--- src/rtl/sd_spi_cmd.sv ---
// rtl/sd_spi_cmd.sv - SPI-mode SD command engine: init clocks, framed command with CRC7, response capture

module sd_crc7 #(
  parameter int W = 40
) (
  input  logic [W-1:0] data,
  output logic [6:0]   crc
);

  // CRC7 (x^7 + x^3 + 1, zero seed) unrolled over the frame prefix, MSB first
  always_comb begin
    logic fb;
    fb  = 1'b0;
    crc = 7'd0;
    for (int i = W - 1; i >= 0; i--) begin
      fb  = data[i] ^ crc[6];
      crc = {crc[5:0], 1'b0} ^ (fb ? 7'h09 : 7'h00);
    end
  end

endmodule

module sd_spi_cmd #(
  parameter int LOWFREQ_POWER2  = 6,
  parameter int HIGHFREQ_POWER2 = 1,
  parameter int INIT_CLOCKS     = 80,
  parameter int RESP_TIMEOUT    = 16
) (
  input  logic        clk,
  input  logic        rst,
  input  logic        cmd_valid,
  output logic        cmd_ready,
  input  logic [5:0]  command,
  input  logic [31:0] arg,
  input  logic        resp_long,
  input  logic        fast,
  output logic [39:0] response,
  output logic        response_ready,
  output logic        timeout,
  input  logic        miso,
  output logic        mosi,
  output logic        sdclk,
  output logic        sd_chip_select
);

  localparam int DW = LOWFREQ_POWER2 + 1;
  localparam logic [DW-1:0] SLOW_MASK   = DW'((1 << LOWFREQ_POWER2) - 1);
  localparam logic [DW-1:0] FAST_MASK   = DW'((1 << HIGHFREQ_POWER2) - 1);
  localparam logic [15:0]   INIT_PULSES = 16'(INIT_CLOCKS);
  localparam logic [15:0]   WAIT_BITS   = 16'(8 * RESP_TIMEOUT);

  typedef enum logic [2:0] {
    S_INIT,
    S_IDLE,
    S_SEND,
    S_WAIT,
    S_RECV,
    S_TRAIL
  } state_t;

  state_t        state, state_next;
  logic [DW-1:0] div_cnt;
  logic [DW-1:0] div_mask;
  logic          tick, rise, fall, active, accept, cnt_evt;
  logic          fast_q, long_q, timeout_q, sdclk_q;
  logic [47:0]   frame_sr;
  logic [39:0]   resp_sr;
  logic [15:0]   cnt;
  logic [6:0]    crc;

  sd_crc7 #(.W(40)) u_crc (
    .data ({2'b01, command, arg}),
    .crc  (crc)
  );

  // The latched speed selects which low counter bits must be all ones for a tick,
  // so a mid-command change on the fast input cannot alter the sdclk period.
  assign div_mask = fast_q ? FAST_MASK : SLOW_MASK;
  assign tick     = ((div_cnt & div_mask) == div_mask);
  assign active   = (state != S_IDLE);
  assign rise     = active && tick && !sdclk_q;
  assign fall     = active && tick && sdclk_q;
  assign accept   = (state == S_IDLE) && cmd_valid;
  assign sdclk    = sdclk_q;

  // Free-running divider, restarted on command accept so the first half-period is full length
  always_ff @(posedge clk or posedge rst) begin
    if (rst)         div_cnt <= '0;
    else if (accept) div_cnt <= '0;
    else             div_cnt <= div_cnt + DW'(1);
  end

  // State register
  always_ff @(posedge clk or posedge rst) begin
    if (rst) state <= S_INIT;
    else     state <= state_next;
  end

  // Next-state logic; exits to IDLE/TRAIL/WAIT happen on sdclk falling edges so sdclk ends low
  always_comb begin
    state_next = state;
    case (state)
      S_INIT:  if (fall && cnt == INIT_PULSES - 16'd1) state_next = S_IDLE;
      S_IDLE:  if (cmd_valid) state_next = S_SEND;
      S_SEND:  if (fall && cnt == 16'd47) state_next = S_WAIT;
      S_WAIT: begin
        if (rise && !miso)                   state_next = S_RECV;
        else if (fall && cnt == WAIT_BITS)   state_next = S_TRAIL;
      end
      S_RECV:  if (fall && cnt == (long_q ? 16'd40 : 16'd8)) state_next = S_TRAIL;
      S_TRAIL: if (fall && cnt == 16'd7) state_next = S_IDLE;
      default: state_next = S_INIT;
    endcase
  end

  // Pin outputs decoded from state; mosi follows the frame MSB only while sending
  always_comb begin
    cmd_ready      = 1'b0;
    sd_chip_select = 1'b1;
    mosi           = 1'b1;
    case (state)
      S_IDLE: cmd_ready = 1'b1;
      S_SEND: begin
        sd_chip_select = 1'b0;
        mosi           = frame_sr[47];
      end
      S_WAIT, S_RECV: sd_chip_select = 1'b0;
      default: ;
    endcase
  end

  // Pulses are counted on falling edges, received bits on rising edges; RECV starts at 1 for the start bit
  always_comb begin
    cnt_evt = 1'b0;
    case (state)
      S_INIT, S_SEND, S_TRAIL: cnt_evt = fall;
      S_WAIT, S_RECV:          cnt_evt = rise;
      default:                 cnt_evt = 1'b0;
    endcase
  end

  // Shared bit/pulse counter, cleared on every state change
  always_ff @(posedge clk or posedge rst) begin
    if (rst)                      cnt <= 16'd0;
    else if (state_next != state) cnt <= (state_next == S_RECV) ? 16'd1 : 16'd0;
    else if (cnt_evt)             cnt <= cnt + 16'd1;
  end

  // sdclk toggles on each divider tick while the engine is busy
  always_ff @(posedge clk or posedge rst) begin
    if (rst)                  sdclk_q <= 1'b0;
    else if (active && tick)  sdclk_q <= ~sdclk_q;
  end

  // Command latch and outgoing frame shifter (advances on sdclk falling edges)
  always_ff @(posedge clk or posedge rst) begin
    if (rst) begin
      frame_sr <= '1;
      fast_q   <= 1'b0;
      long_q   <= 1'b0;
    end else if (accept) begin
      frame_sr <= {2'b01, command, arg, crc, 1'b1};
      fast_q   <= fast;
      long_q   <= resp_long;
    end else if (state == S_SEND && fall) begin
      frame_sr <= {frame_sr[46:0], 1'b1};
    end
  end

  // Response shifter: first zero in WAIT is the R1 MSB, RECV shifts the rest
  always_ff @(posedge clk or posedge rst) begin
    if (rst) begin
      resp_sr   <= '0;
      timeout_q <= 1'b0;
    end else if (accept) begin
      resp_sr   <= '0;
      timeout_q <= 1'b0;
    end else begin
      if (rise && ((state == S_WAIT && !miso) || state == S_RECV))
        resp_sr <= {resp_sr[38:0], miso};
      if (state == S_WAIT && state_next == S_TRAIL)
        timeout_q <= 1'b1;
    end
  end

  // Publish the result and pulse response_ready as TRAIL hands back to IDLE
  always_ff @(posedge clk or posedge rst) begin
    if (rst) begin
      response       <= '0;
      timeout        <= 1'b0;
      response_ready <= 1'b0;
    end else if (state == S_TRAIL && state_next == S_IDLE) begin
      response       <= timeout_q ? 40'hFF_FFFF_FFFF : resp_sr;
      timeout        <= timeout_q;
      response_ready <= 1'b1;
    end else begin
      response_ready <= 1'b0;
    end
  end

endmodule

--- config.mk ---
export PLATFORM = sky130hd
export DESIGN_NAME = sd_spi_cmd
export DESIGN_NICKNAME = d
export VERILOG_FILES = /design/src/rtl/sd_spi_cmd.sv
export SDC_FILE = /design/constraint.sdc
export NUM_CORES = 1
export LEC_CHECK = 0
export CAP_MARGIN = 20
export CORE_MARGIN = 2
export CORE_UTILIZATION = 35
export DETAILED_ROUTE_END_ITERATION = 10
export PLACE_DENSITY = 0.62
export SYNTH_ARGS = -nofsm -noshare
export SYNTH_HDL_FRONTEND = slang
export SYNTH_SLANG_ARGS = --single-unit
export TNS_END_PERCENT = 100
--- constraint.sdc ---
create_clock -name clk -period 7.74 [get_ports clk]
set_clock_uncertainty 0.15 [all_clocks]
set_input_delay 1.548 -clock clk [delete_from_list [all_inputs] [get_ports clk]]
set_output_delay 1.548 -clock clk [all_outputs]
set_load 0.01 [all_outputs]
==> results by group, run 1 <==
Run status
  • Outcome: finished clean

Clock tree
  • Clk sink count: 158
  • H-tree levels: 4
  • Clock root cell: clkbuf_16
  • Num CTS Buffers: 17
  • Resized cells post-CTS: 0
  • Hold_buf cts: 0
  • Clock Tree Buf Depth: 2
  • TritonCTS clock tree: done
  • Worst-path clk slew: 0.07 ns
  • Post-CTS Setup Bufs: 0
  • Worst-Skew Late Latency: 0.42 ns

Route
  • Vias: 5539
  • WL per Instance: 14.39 um
  • Met3 WL: 489 um
  • Vias per cell: 4.804
  • Drc violations: 0
  • Final wirelength: 16590 um
  • Uppermost layer routed: met4
  • Drt first pass iters: 5
  • Routed met1 length: 8274 um
  • Initial drt markers: 473
  • Post-route ant nets: 0
  • Metal2 WL: 7694 um

Logic synthesis
  • Synthesized area per cell: 9.547 um2
  • Synth warn: 0
  • Largest area contributor in the netlist: dfrtp_1
  • Synth Flop Type: dfrtp_1
  • Yosys top cell area share: 36.46%
  • FF+latch count, synth: 158
  • Syn Nets: 845
  • Number of synthesized flops with an enable pin: 0
  • Post-Syn Instances: 798
  • Synth unique cells: 46
  • Async S/R FF share, synth: 100.0%
  • Synthesized cell area: 0.007619 mm2
  • Synth top area cells: dfrtp_1 (36%), dfstp_2 (16%), nand2_1 (11%)
  • Post-synthesis sequential area ratio: 52.67%

Worst setup path
  • Worst path arrival time: 4.06 ns
  • CP max stage delay: 0.51 ns
  • Worst-path fanout max: 3
  • Crit end category: flop
  • CP required: 7.94 ns
  • Crit Path Class: in2reg
  • Reg2reg path depth: 6
  • Critical-path cell list: clkdlybuf4s50_1 -> xnor2_1 -> xnor3_2 -> xor3_1 -> xnor3_2 -> xnor2_1 -> o221a_1
  • CP max stage cell: xnor3_2
  • Worst Setup Start Kind: primary input

Global route
  • Number of global-route vias before repair: 5364
  • Gr ovfl total: 0
  • First-pass GRT wire length: 28000 um
  • Initial antenna violation count: 0
  • Pin count of the biggest net entering global routing: 85
  • Total Routing Usage GR: 15.43%

STA
  • Final worst setup slack: 3.880 ns
  • Setup TNS: 0 ns
  • Final hold viol count: 0
  • Minimum clock period: 3.860 ns
  • Max-slew headroom: 39.46%
  • Final period utilization: 49.87%
  • Final setup vio count: 0
  • Slew @ Worst Pin: 0.9082 ns
  • Max frequency: 259.1 MHz
  • Final Slew Violations: 0
  • RSZ-0062 raised after global routing: false

Placement
  • DP Worst Slack: 3.435 ns
  • HPWL Detailed: 10680 um
  • Placed instance area: 0.008741 mm2
  • IO Port Bufs: 89
  • GP Congestion: 0.8115

Die
  • Die Ht: 151.5 um
  • Core ar.: 0.02122 mm2
  • Die width: 151.5 um
  • Initial core utilization: 35.90%
  • I/O pins: 90
  • Die Area: 0.02296 mm2
  • # rows: 53

Worst hold path
  • Hold Crit Class: reg2reg
  • Worst hold path stage count: 2

Power and ir drop
  • Leak: 4.042 nW
  • PwrDens: 214.4 mW/mm2
  • Maximum vdd drop: 0.0001060 V
  • Overall power: 2.007 mW

Cells and area
  • Fraction of layout instances using a drive strength above 1: 11.85%
  • Commonest non-fill, non-tap cell in the layout: nand2_1
  • Final instance area: 0.009360 mm2
  • Fin util: 44.11%
  • Most frequent cells in the layout: nand2_1 (218), dfrtp_1 (111), clkdlybuf4s50_1 (89), nor2_1 (75), dfstp_2 (47)
  • Fin nets: 912
  • Filler instances: 2084
  • Antenna Cells: 0
  • Area grow syn2layout: 22.86%

Flow run
  • Max-cap violations: 0
==> layout make-up <==
class,instances,area (um2),share of cell area [%]
flip-flops and latches,158,4013,42.87
multi-input cells,581,3398,36.31
repair buffers,97,970.9,10.37
clock buffers,17,425.4,4.545
well taps,275,344.1,3.676
clock inverters,15,166.4,1.778
inverters,10,42.54,0.4545
==> final timing paths <==
check,startpoint,end,slack (ns)
worst max-delay path,command[2],frame_sr[4],3.88
worst min-delay path,frame_sr[28],frame_sr[28],0.31
worst max register to register,div_cnt[3],timeout,4.95
worst min register to register,frame_sr[28],frame_sr[28],0.31
max in group asynchronous,rst,resp_sr[7],4.76
min in group asynchronous,rst,state[2],1.51
==> kinds of logic after synthesis <==
logic type	after synthesis	synth area share, %
AND/OR/NAND/NOR	352	19.10
AO/OA/AOI/OAI	140	10.94
multiplexers	7	1.150
XOR/XNOR	79	12.71
buffers and inverters	59	2.940
adder cells (fa/ha/maj)	3	0.4927
flip-flops	158	52.67
==> metrics by stage <==
step	cells	hold WS, ns
CTS	1152	0.3085
detailed placement	1120	0.2977
global route	1153	0.3202
global placement	1120	0.2975
floorplan	798	0.2888
finish	1153	0.3083
==> synthesized netlist by cell type, types with 2 or more instances <==
library cell  instances
nor3b_1               3
xor2_1               19
xnor2_1              41
and2_1                3
inv_1                10
nor4_1                2
nor2b_1               4
and3_1                5
xnor3_1               9
clkbuf_1             43
a21oi_1              40
mux2i_1               2
a22oi_1              38
buf_2                 2
dfrtp_1             111
nand2b_1              3
nand3b_1              2
ha_1                  3
o21ai_1               6
o22ai_1               5
nand3_1              13
xnor3_2               6
o21ai_0              44
nand4_1               7
nand2_1             218
nor3_1                8
or3_1                 3
mux2_2                4
nor2_1               76
xor3_1                3
dfstp_2              47
buf_1                 4
==> sequential cells by signal, indices dropped and copies added, names as in the netlist, 3 cells and up <==
register  cells
div_cnt       6
state         3
frame_sr     47
response     40
resp_sr      40
cnt          16
==> report_power, final <==
| group | total [mW] | switching [mW] | internal [mW] |
|---|---|---|---|
| Sequential | 0.827 | 0 | 0.827 |
| Combinational | 0.339 | 0.133 | 0.205 |
| Clock | 0.841 | 0.381 | 0.460 |
| Total | 2.01 | 0.514 | 1.49 |
==> critical path: cells and delay by family <==
family	cells	cell delay [ns]
xor+xnor	5	1.82
buf+inv	1	0.47
compound gates	1	0.22
==> layer usage <==
metal	GRT usage, %	up-vias
li1	-	2802
met1	22.23	2629
met2	23.85	97
met3	2.904	11
met4	4.444	0
met5	0	-
(Power assumes the default switching activity.)
==> inputs of run 2 (changes only) <==
--- a/config.mk
+++ b/config.mk
@@ -9,7 +9,7 @@
 export CORE_MARGIN = 2
 export CORE_UTILIZATION = 35
 export DETAILED_ROUTE_END_ITERATION = 10
-export PLACE_DENSITY = 0.62
+export PLACE_DENSITY = 0.64
 export SYNTH_ARGS = -nofsm -noshare
 export SYNTH_HDL_FRONTEND = slang
 export SYNTH_SLANG_ARGS = --single-unit
==> constraint.sdc (replaced) <==
create_clock -name clk -period 3.5 [get_ports clk]
set_clock_uncertainty 0.15 [all_clocks]
set_input_delay 0.7 -clock clk [delete_from_list [all_inputs] [get_ports clk]]
set_output_delay 0.7 -clock clk [all_outputs]
set_load 0.01 [all_outputs]
==> results by group, run 2 (same netlist as run 1, synthesis figures left out) <==
Run status
  • Outcome: finished clean

Global route
  • GRT busiest layer: met2
  • Met1 Use GR: 21.73% (-0.50 points)
  • First-pass GRT wire length: 27700 um (-1.1%)
  • Total Routing Usage GR: 15.19% (-0.24 points)
  • Pin count of the biggest net entering global routing: 83 (-2.4%)
  • Initial antenna violation count: 0 (unchanged)
  • Number of global-route vias before repair: 5392 (+0.52%)
  • Gr ovfl total: 0 (unchanged)
  • M2 GR Usage: 23.28% (-0.57 points)
  • Met3 GRT Util: 2.635% (-0.27 points)

Clock tree
  • Clock root cell: clkbuf_16
  • Clock Tree Buf Depth: 2 (unchanged)
  • Worst-path clk slew: 0.07 ns (about the same)
  • Num CTS Buffers: 17 (unchanged)
  • Worst-Skew Late Latency: 0.42 ns (about the same)
  • H-tree levels: 4 (unchanged)
  • Hold_buf cts: 0 (unchanged)
  • TritonCTS clock tree: done
  • Clk sink count: 158 (unchanged)
  • Post-CTS Setup Bufs: 0 (unchanged)
  • Resized cells post-CTS: 0 (unchanged)

Die
  • # rows: 53 (unchanged)
  • Core ar.: 0.02122 mm2 (unchanged)
  • I/O pins: 90 (unchanged)
  • Die width: 151.5 um (unchanged)
  • Die Ht: 151.5 um (unchanged)
  • Die Area: 0.02296 mm2 (unchanged)
  • Initial core utilization: 35.90% (unchanged)

Cells and area
  • Largest regs: frame_sr: 47 flops, resp_sr: 40 flops, response: 40 flops
  • Final Non-Filler Cells: 1161 (+0.69%)
  • Largest Register: frame_sr
  • Area grow syn2layout: 23.91%
  • Commonest non-fill, non-tap cell in the layout: nand2_1
  • Most frequent cells in the layout: nand2_1 (218), dfrtp_1 (111), clkdlybuf4s50_1 (89), nor2_1 (75), dfstp_2 (47)
  • Fraction of layout instances using a drive strength above 1: 12.53% (+0.68 points)
  • Final instance area: 0.009440 mm2 (+0.86%)
  • Max FFs per register: 47 (unchanged)
  • Fin nets: 921 (+0.99%)
  • Fin util: 44.49% (+0.38 points)
  • Antenna Cells: 0 (unchanged)

STA
  • Slew @ Worst Pin: 0.7648 ns (-0.1434 ns)
  • Max-slew headroom: 48.89% (+9.4 points)
  • Final worst setup slack: 0.4309 ns (-3.449 ns)
  • Setup TNS: 0 ns (unchanged)
  • Max frequency: 325.8 MHz
  • Final hold viol count: 0 (unchanged)
  • Final period utilization: 87.69%
  • Minimum clock period: 3.069 ns
  • Final setup vio count: 0 (unchanged)
  • Final Slew Violations: 0 (unchanged)
  • RSZ-0062 raised after global routing: false

Route
  • WL per Instance: 14.16 um (-1.6%)
  • Post-route ant nets: 0 (unchanged)
  • Vias per cell: 4.824 (+0.42%)
  • Vias: 5601 (+1.1%)
  • Drc violations: 0 (unchanged)
  • Final wirelength: 16440 um (-0.89%)
  • Initial drt markers: 371 (-22%)
  • Drt first pass iters: 4 (-1)

Worst setup path
  • Worst-path fanout max: 3 (unchanged)
  • Crit end category: flop
  • Crit Path Class: in2reg
  • CP required: 3.70 ns (-4.24 ns)
  • Worst Setup Start Kind: primary input
  • Worst path arrival time: 3.27 ns (-0.79 ns)

Power and ir drop
  • Maximum vdd drop: 0.0002646 V (+150%)
  • Leak: 4.100 nW (+1.4%)
  • PwrDens: 472.5 mW/mm2 (+120%)

Placement
  • IO Port Bufs: 89 (unchanged)
  • DP Cell Count: 1130 (+0.89%)
  • HPWL Detailed: 11070 um (+3.7%)
  • DP Worst Slack: -0.01663 ns (-3.451 ns)
  • GP Congestion: 0.8156 (+0.51%)
  • Placed instance area: 0.008846 mm2 (+1.2%)

Flow run
  • Max-cap violations: 0 (unchanged)

Worst hold path
  • Hold Crit Class: reg2reg
-- run 2: cell types whose count changed in the layout (fill, tap and decap cells not counted), moves of 2 or more --
cell	previous run	this run
clkinv_4	0	4
buf_12	0	3
inv_6	7	5
buf_4	7	14
inv_8	4	1
clkinvlp_4	3	1
-- run 2: critical path, stage by stage --
cell and delay, ns:
clkdlybuf4s50_1 0.47, xnor2_1 0.30, xnor3_2 0.52, xor3_1 0.46, xnor3_2 0.44, xnor2_1 0.14
o221a_1 0.24
-- run 2: path summary, 6_finish.rpt --
kind	startpoint	to	slack [ns]	cells after the start
setup reg to reg	div_cnt[3]	cnt[11]	0.86	7
hold / removal	frame_sr[19]	frame_sr[19]	0.31	2
setup / recovery	command[2]	frame_sr[4]	0.43	7
min in group asynchronous	rst	response[32]	0.55	2
hold reg to reg	frame_sr[19]	frame_sr[19]	0.31	2
max in group asynchronous	rst	resp_sr[10]	1.89	3
-- run 2: final cells by class --
type                       instances  area, um2
clock buffer                      18      439.2
clock inverter                    13      155.1
fill                            2037      11780
inverter                          10      41.29
multi-input combinational        581       3392
sequential                       158       4013
tap                              275      344.1
timing repair buffer             106       1056
-- run 2: power breakdown --
group,internal (mW),switching [mW]
logic,0.466,0.296
clock network,1.08,0.785
registers,1.83,0
total,3.38,1.08
-- run 2: stage by stage --
| step | hold WS [ns] | power [mW] |
|---|---|---|
| floorplan | 0.2888 | 2.460 |
| global placement | 0.2983 | 2.617 |
| detailed placement | 0.2996 | 2.630 |
| CTS | 0.3092 | 4.521 |
| global route | 0.3216 | 4.632 |
| finish | 0.3082 | 4.461 |
-- run 2: metal layers --
layer	wire length, um	part of all wire, %
met1	8322	51
met5	0	0
met2	7449	45
met4	226	1.4
met3	439	2.7
